===== config.mk =====
export PLATFORM = sky130hd
export DESIGN_NAME = cnt_rr_sched
export DESIGN_NICKNAME = d
export VERILOG_FILES = /design/src/rtl/cnt_rr_sched.sv
export SDC_FILE = /design/constraint.sdc
export NUM_CORES = 1
export LEC_CHECK = 0
export ABC_CLOCK_PERIOD_IN_PS = 5860
export CELL_PAD_IN_SITES_DETAIL_PLACEMENT = 1
export CELL_PAD_IN_SITES_GLOBAL_PLACEMENT = 1
export CORE_ASPECT_RATIO = 1.4
export CORE_UTILIZATION = 30
export CTS_BUF_LIST = sky130_fd_sc_hd__clkbuf_16
export CTS_CLUSTER_DIAMETER = 150
export DETAILED_ROUTE_END_ITERATION = 16
export PLACE_DENSITY_LB_ADDON = 0.1
export SETUP_SLACK_MARGIN = 0.5
export SLEW_MARGIN = 10
export SYNTH_ARGS = -nofsm -noshare
export SYNTH_HDL_FRONTEND = slang
export SYNTH_SLANG_ARGS = --single-unit

===== constraint.sdc =====
create_clock -name clk -period 5.86 [get_ports clk]
set_clock_uncertainty 0.15 [all_clocks]
set_input_delay 1.172 -clock clk [delete_from_list [all_inputs] [get_ports clk]]
set_output_delay 1.172 -clock clk [all_outputs]
set_load 0.01 [all_outputs]

===== src/rtl/cnt_rr_sched.sv =====
// cnt_rr_sched: round-robin scheduler sharing one up/down loadable counter among NREQ requesters.
// Ports: clk, rst (sync, active-high); req/req_load/req_down/req_ticks per-requester job inputs;
// gnt one-hot grant, busy, done pulse with done_id/result/wrap/err; cnt_load_en/cnt_load/cnt_down
// drive the counter, cnt_count is read back from it.
module cnt_rr_sched #(
  parameter int NREQ = 4,
  parameter int WIDTH = 4,
  parameter int TW = 8
) (
  input  logic                     clk,
  input  logic                     rst,
  input  logic [NREQ-1:0]          req,
  input  logic [NREQ*WIDTH-1:0]    req_load,
  input  logic [NREQ-1:0]          req_down,
  input  logic [NREQ*TW-1:0]       req_ticks,
  output logic [NREQ-1:0]          gnt,
  output logic                     busy,
  output logic                     done,
  output logic [$clog2(NREQ)-1:0]  done_id,
  output logic [WIDTH-1:0]         result,
  output logic                     wrap,
  output logic                     err,
  output logic                     cnt_load_en,
  output logic [WIDTH-1:0]         cnt_load,
  output logic                     cnt_down,
  input  logic [WIDTH-1:0]         cnt_count
);
  localparam int IW = $clog2(NREQ);
  localparam int SW = (TW > WIDTH ? TW : WIDTH) + 1;
  typedef enum logic [2:0] {IDLE, LOAD, RUN, CAPT, DONE} state_t;
  state_t state, nxt;
  logic [IW-1:0] ptr, win, pick;
  logic [WIDTH-1:0] l, e;
  logic d;
  logic [TW-1:0] t, tick;
  logic [SW-1:0] sum;
  // Lowest set request above ptr wins; otherwise lowest at or below ptr (wrap-around).
  always_comb begin
    pick = '0;
    for (int j = NREQ-1; j >= 0; j--) if (req[j] && IW'(j) <= ptr) pick = IW'(j);
    for (int j = NREQ-1; j >= 0; j--) if (req[j] && IW'(j) > ptr) pick = IW'(j);
  end
  always_comb begin
    nxt = state == IDLE ? (|req ? LOAD : IDLE)
        : state == LOAD ? (t != '0 ? RUN : CAPT)
        : state == RUN  ? (tick == TW'(1) ? CAPT : RUN)
        : state == CAPT ? DONE : IDLE;
  end
  always_ff @(posedge clk) begin
    if (rst) state <= IDLE;
    else state <= nxt;
  end
  assign e = d ? l - WIDTH'(t) : l + WIDTH'(t);
  assign sum = SW'(l) + SW'(t);
  always_ff @(posedge clk) begin
    if (rst) begin
      ptr <= IW'(NREQ-1);
      win <= '0;
      l <= '0;
      d <= 1'b0;
      t <= '0;
      tick <= '0;
      result <= '0;
      wrap <= 1'b0;
      err <= 1'b0;
    end else begin
      if (state == IDLE && |req) begin
        ptr <= pick;
        win <= pick;
        l <= req_load[pick*WIDTH +: WIDTH];
        d <= req_down[pick];
        t <= req_ticks[pick*TW +: TW];
        tick <= req_ticks[pick*TW +: TW];
      end
      if (state == RUN) tick <= tick - TW'(1);
      if (state == CAPT) begin
        result <= cnt_count;
        err <= cnt_count != e;
        wrap <= d ? SW'(t) > SW'(l) : (sum >> WIDTH) != '0;
      end
    end
  end
  assign gnt = state == IDLE ? '0 : NREQ'(1) << win;
  assign busy = state != IDLE;
  assign done = state == DONE;
  assign done_id = win;
  assign cnt_load_en = state == LOAD;
  assign cnt_load = l;
  assign cnt_down = d;
endmodule


==> results.ini, run 1 <==
[sta]
fin_tns_setup_ns=0
tightestPinTransition_ns=1.089
setup_viol=0
fin_crit_sh_pct=60.40
drv_slew=0
timing.final.ws_setup_ns=2.320
whs_ns=0.3120
timing.slew.headroom_pct=27.18
hold_viol_final=0
period_needed_ns=3.540
fmax_mhz=282.5
rsz0062_at_grt=no

[cts]
root_buffer=clkbuf_16
ctsHoldBuffers=0
post-cts-setup-buffer-count=0
cts_resized=0
tritoncts=done
path_clk_slew_ns=0.05
cts_sinks=34
htreeDepth=2
numCtsBuffers=5
clock_path_buffers=2
clk-insertion-delay-late_ns=0.28

[worst_setup_path]
critPathMaxFanout=26
ff2ff_setup_slack_ns=3.41
crit_type=input port to flip-flop
reg2regPathDepth=6
reg2reg_to=t[1]
worstSetupStartpointType=input port
end_kind=flip-flop
critPathRequiredTime_ns=5.83
r2r_start=ptr[0]
critPathArrivalTime_ns=3.51

[cells_and_area]
instances_no_fill=464
final_common_cell=clkdlybuf4s50_1
diodes=0
fill_cells=930
area_growth_syn_to_layout_pct=45.19
fin_nets=443
layout-drive-gt1-share_pct=5.450
mostFrequentLayoutCells=81 x clkdlybuf4s50_1, 56 x nand2_1, 34 x dfxtp_1, 33 x a21oi_1, 19 x nor2_1

[power]
power_frac_seq_pct=26.0
clock_power_share_pct=14.9
ir_worst_vdd_v=0.0002884
switchingPower_mw=0.7433
power.leakage_nw=1.254
p_int_mw=0.9590
power.total_mw=1.702
power.density_nw_per_um2=521.5
p_comb_share_pct=59.1
switching_share_pct=43.66

[worst_hold_path]
hold_depth=2
holdPathEnd=result[2]
hp-start=result[2]
holdCritPathClass=flip-flop to flip-flop

[routing]
drt-pass1-iter-count=4
vias=2318
routed_wl_mm=7.138
drc=0
viasPerCell=4.996
routedWlPerCell_um=15.38
drtAntennaViolNets=0
drt_iter0_markers=45

[placement]
place_ws_ns=2.002
dp.cells=456
place_hpwl_mm=5.444
numPortBuffers=81
gp_congestion=0.8555

[global_route]
grt_pass1_vias=2341
grtUsageTotal_pct=18.65
grt_start_max_net_pins=27
overflow=0
grt_pass1_wl_mm=11.25
antenna_found_initial=0

[die]
core-area_um2=7315
dieArea_um2=7849
dieWidth_um=75.17
start_util_pct=30.74
io-pin-count=82
rows=37
die_h_um=104.4

[run_status]
status=complete, no violations

[synthesis]
syn_area_um2=2248
ys_ff_latch=34
post-synth-top-area-cell=dfxtp_1
ys_types=41
synthCells=290
yosys_warnings=0
yosysTopAreaCellShare_pct=30.27
syn_area_per_cell_um2=7.753
syn_nets=367
ys_seq_area_share_pct=30.27
synth_area_leaders=dfxtp_1 30%, nand2_1 9.3%, ha_1 7.8%

[run]
drv_cap=0

-- cell usage after synthesis --
| cell | n |
|---|---|
| xnor2_1 | 8 |
| inv_1 | 13 |
| buf_2 | 4 |
| nand4_1 | 4 |
| nor2b_4 | 1 |
| clkbuf_1 | 8 |
| o21ai_0 | 8 |
| nor3_1 | 9 |
| o22ai_2 | 4 |
| nor3_2 | 1 |
| or3_1 | 1 |
| or2_2 | 1 |
| nand3b_1 | 1 |
| mux2_2 | 2 |
| nand2_1 | 56 |
| a31oi_1 | 3 |
| nand4b_1 | 1 |
| nand3_1 | 7 |
| o22ai_1 | 7 |
| ha_1 | 14 |
| and3b_1 | 1 |
| fa_1 | 1 |
| o21bai_1 | 2 |
| o221a_2 | 1 |
| and3_1 | 1 |
| a32o_1 | 10 |
| buf_6 | 2 |
| a21oi_1 | 33 |
| nor2_1 | 19 |
| nand2b_1 | 3 |
| o21a_1 | 2 |
| nor3b_1 | 4 |
| nor2b_1 | 2 |
| nor4_1 | 1 |
| nor3_4 | 1 |
| o21ai_1 | 5 |
| dfxtp_1 | 34 |
| xor2_1 | 2 |
| o22a_1 | 3 |
| mux2i_1 | 7 |
| a21o_1 | 3 |
-- how the worst max path moves through the flow --
| stage | startpoint | to | slack (ns) | depth (start not counted) |
|---|---|---|---|---|
| after global placement | req[3] | tick[1] | 2.04 | 7 |
| after CTS | req[3] | t[1] | 2.28 | 7 |
| after global routing | req[3] | t[0] | 2.09 | 7 |
| final | req[3] | t[1] | 2.32 | 7 |
| after detailed placement | req[3] | t[1] | 2.00 | 7 |
| after floorplan | req[3] | t[7] | 3.16 | 7 |
-- through the flow --
step	utilization (%)	instance area, um^2
floorplan	-	2248
global placement	42.70	3123
detailed placement	42.70	3123
CTS	44.63	3264
global route	44.63	3264
finish	44.63	3264
-- power by group through the flow --
stage                     sequential (mW)  clock (mW)  combinational, mW
after floorplan                     0.414           0              0.712
after global placement              0.447           0              0.988
after detailed placement            0.447           0               1.01
after CTS                           0.444       0.259               1.03
after global routing                0.461       0.265               1.12
final                               0.443       0.253               1.01
-- worst max-delay path: stages --
cell	delay, ns
clkdlybuf4s50_1	0.48
nor2b_4	0.16
o21a_1	0.22
nor3_4	0.88
mux2i_1	0.30
o22a_1	0.22
a21oi_1	0.08
-- logic make-up after synthesis --
logic type | Yosys count | share of synthesized area (%)
buffers and inverters | 27 | 5.398
AOI/OAI and AO/OA | 81 | 23.71
muxes | 9 | 4.118
DFF | 34 | 30.27
xor gates and xnor gates | 10 | 3.896
adders and majority gates | 15 | 8.681
and+or+nand+nor | 114 | 23.93
-- registers in the layout, summed over array words and instances, names as in the netlist, 2 cells and up --
signal / count
t: 8
tick: 8
cnt_load: 4
result: 4
state: 3
done_id: 2
ptr: 2
-- layout make-up --
type	instances	area, um^2	share of cell area [%]
Multi-Input combinational cell	229	1446	44.31
Inverter	13	48.80	1.495
Tap cell	97	121.4	3.718
Timing Repair Buffer	83	825.8	25.30
Clock buffer	5	125.1	3.833
Sequential cell	34	680.7	20.85
Clock inverter	3	16.27	0.4983
-- routing by layer --
layer | global-route usage, % | share of wire (%)
met5 | 0 | 0
met4 | 6.349 | 1.3
met3 | 2.422 | 5.2
met2 | 32.18 | 49
met1 | 23.18 | 45
(Power assumes the default switching activity.)
==> run 2, diff against run 1 <==
--- a/config.mk
+++ b/config.mk
@@ -5,11 +5,11 @@
 export SDC_FILE = /design/constraint.sdc
 export NUM_CORES = 1
 export LEC_CHECK = 0
-export ABC_CLOCK_PERIOD_IN_PS = 5860
+export ABC_CLOCK_PERIOD_IN_PS = 2900
 export CELL_PAD_IN_SITES_DETAIL_PLACEMENT = 1
 export CELL_PAD_IN_SITES_GLOBAL_PLACEMENT = 1
 export CORE_ASPECT_RATIO = 1.4
-export CORE_UTILIZATION = 30
+export CORE_UTILIZATION = 29
 export CTS_BUF_LIST = sky130_fd_sc_hd__clkbuf_16
 export CTS_CLUSTER_DIAMETER = 150
 export DETAILED_ROUTE_END_ITERATION = 16
==> constraint.sdc (replaced) <==
create_clock -name clk -period 2.9 [get_ports clk]
set_clock_uncertainty 0.15 [all_clocks]
set_input_delay 0.58 -clock clk [delete_from_list [all_inputs] [get_ports clk]]
set_output_delay 0.58 -clock clk [all_outputs]
set_load 0.01 [all_outputs]
==> run 2 against run 1 <==
Cell count up 1.5%. Sequential share of layout area down 0.51 points. Routed wire length up 0.80%. Setup slack worse by 1.8 ns. Worst hold slack better by 0.0017 ns. Clock power up 97%. Largest power group unchanged. Highest routed layer unchanged.
==> results.ini, run 2 (synthesis results as in run 1) <==
[run_status]
status=complete, no violations

[worst_setup_path]
critPathRequiredTime_ns=2.17  ; -3.66 ns
end_kind=output pin
reg2reg_to=err
reg2regPathDepth=7  ; +1
ff2ff_setup_slack_ns=0.66  ; -2.75 ns
crit_type=flip-flop to output pin
slowest_stage=clkdlybuf4s50_1
worstSetupStartpointType=flip-flop
critPathMaxStageDelay_ns=0.57  ; -0.31 ns
critPathArrivalTime_ns=1.62  ; -1.89 ns
critPathMaxFanout=10  ; -62%
path_cells=nor3_4 > buf_4 > nor3_1 > clkdlybuf4s50_1
r2r_start=t[0]

[global_route]
grt_start_max_net_pins=22  ; -19%
grtUsageTotal_pct=18.64  ; about the same
grt_pass1_wl_mm=12.12  ; +7.7%
grt_pass1_vias=2415  ; +3.2%
antenna_found_initial=0  ; unchanged
overflow=0  ; unchanged

[cts]
clock_path_buffers=2  ; unchanged
root_buffer=clkbuf_16
path_clk_slew_ns=0.05  ; about the same
ctsHoldBuffers=0  ; unchanged
htreeDepth=2  ; unchanged
tritoncts=done
cts_sinks=34  ; unchanged
numCtsBuffers=5  ; unchanged
clk-insertion-delay-late_ns=0.28  ; about the same

[routing]
routedWlPerCell_um=15.28  ; -0.70%
routed_wl_mm=7.195  ; +0.80%
drt-pass1-iter-count=4  ; unchanged
drtAntennaViolNets=0  ; unchanged
drt_iter0_markers=56  ; +24%
viasPerCell=5.028  ; +0.64%
drc=0  ; unchanged
vias=2368  ; +2.2%

[sta]
drv_slew=0  ; unchanged
fin_crit_sh_pct=80.92
period_needed_ns=2.347
fin_tns_setup_ns=0  ; unchanged
timing.slew.headroom_pct=56.39  ; +29 points
whs_ns=0.3138  ; +0.001724 ns
setup_viol=0  ; unchanged
timing.final.ws_setup_ns=0.5533  ; -1.767 ns
tightestPinTransition_ns=0.6481  ; -0.4406 ns
hold_viol_final=0  ; unchanged
rsz0062_at_grt=no
fmax_mhz=426.1

[die]
die_h_um=106.2  ; +1.7%
core-area_um2=7407  ; +1.3%
dieWidth_um=76.42  ; +1.7%
start_util_pct=30.35  ; -0.38 points
rows=37  ; unchanged
dieArea_um2=8114  ; +3.4%
io-pin-count=82  ; unchanged

[placement]
dp.cells=462  ; +1.3%
gp_congestion=0.7456  ; -13%
place_hpwl_mm=5.533  ; +1.6%
numPortBuffers=81  ; unchanged
place_ws_ns=0.2215  ; -1.780 ns
place_area_um2=3168  ; +1.4%

[worst_hold_path]
holdPathEnd=result[3]
hp-start=result[3]
holdCritPathClass=flip-flop to flip-flop
hold_depth=2  ; unchanged

[power]
clock_power_share_pct=14.1  ; -0.8 points
power_frac_seq_pct=25.6  ; -0.4 points
switching_share_pct=42.65  ; -1.0 points
power.total_mw=3.533  ; +110%
ir_worst_vdd_v=0.0004473  ; +55%
p_int_mw=2.026  ; +110%
p_comb_share_pct=60.3  ; +1.2 points
power.density_nw_per_um2=1046  ; +100%
power.leakage_nw=1.359  ; +8.3%
switchingPower_mw=1.507  ; +100%

[cells_and_area]
final_common_cell=clkdlybuf4s50_1
fill_cells=931  ; +0.11%
area_growth_syn_to_layout_pct=50.19
fin_nets=450  ; +1.6%
post-route-cell-area_um2=3377  ; +3.4%
layout-drive-gt1-share_pct=9.893  ; +4.4 points
post-route-util_pct=45.59  ; +0.96 points
diodes=0  ; unchanged
mostFrequentLayoutCells=78 x clkdlybuf4s50_1, 56 x nand2_1, 32 x a21oi_1, 31 x dfxtp_1, 19 x nor2_1
instances_no_fill=471  ; +1.5%
top_regs=t x8, tick x8

[run]
drv_cap=0  ; unchanged

-- run 2: cell types whose count changed in the layout (fill, tap and decap cells not counted), moves of 3 or more --
| cell | delta |
|---|---|
| buf_4 | +3 |
| buf_6 | +3 |
| clkdlybuf4s50_1 | -3 |
| dfxtp_1 | -3 |
| dlymetal6s2s_1 | +3 |
-- run 2: area by class of cell --
type                       instances  area, um^2  area share, %
clock inverter                     3       12.51         0.3705
tap                               97       121.4          3.594
multi-input combinational        229        1478          43.76
clock buffer                       5       125.1          3.705
inverter                          13       48.80          1.445
sequential                        34       686.9          20.34
timing repair buffer              90       904.6          26.79
-- run 2: worst max-delay path by stage --
| stage | from | endpoint | depth (start not counted) |
|---|---|---|---|
| 2_1_floorplan | req[3] | t[7] | 7 |
| 3_3_place_gp | req[3] | tick[5] | 8 |
| 3_5_place_dp | req[3] | tick[6] | 8 |
| 4_1_cts | state[1] | gnt[3] | 4 |
| 5_1_grt | req[1] | tick[0] | 8 |
| 6_report | state[1] | gnt[0] | 4 |
-- run 2: per-layer routing --
metal	routed length (um)	track usage, %
met1	3376	23.51
met2	3374	31.72
met3	334	3.262
met4	110	6.456
met5	0	0
-- run 2: timing repair --
item	4_1_cts	5_1_grt
setup buffers	1	0
setup endpoints to repair	5	26
gates resized for setup	6	15
pin swaps	1	1
-- run 2: worst max-delay path: cells and delay by family (launching register included) --
family                 cells  cell delay, ns
DFF                        1            0.41
buffers and inverters      2            0.72
and+or+nand+nor            2            0.20
-- run 2: power groups by stage --
stage	clock network, mW	registers (mW)	logic, mW
floorplan	0	0.837	1.44
global placement	0	0.894	2.04
detailed placement	0	0.895	2.07
CTS	0.515	0.902	2.12
global route	0.531	0.944	2.38
finish	0.499	0.904	2.13
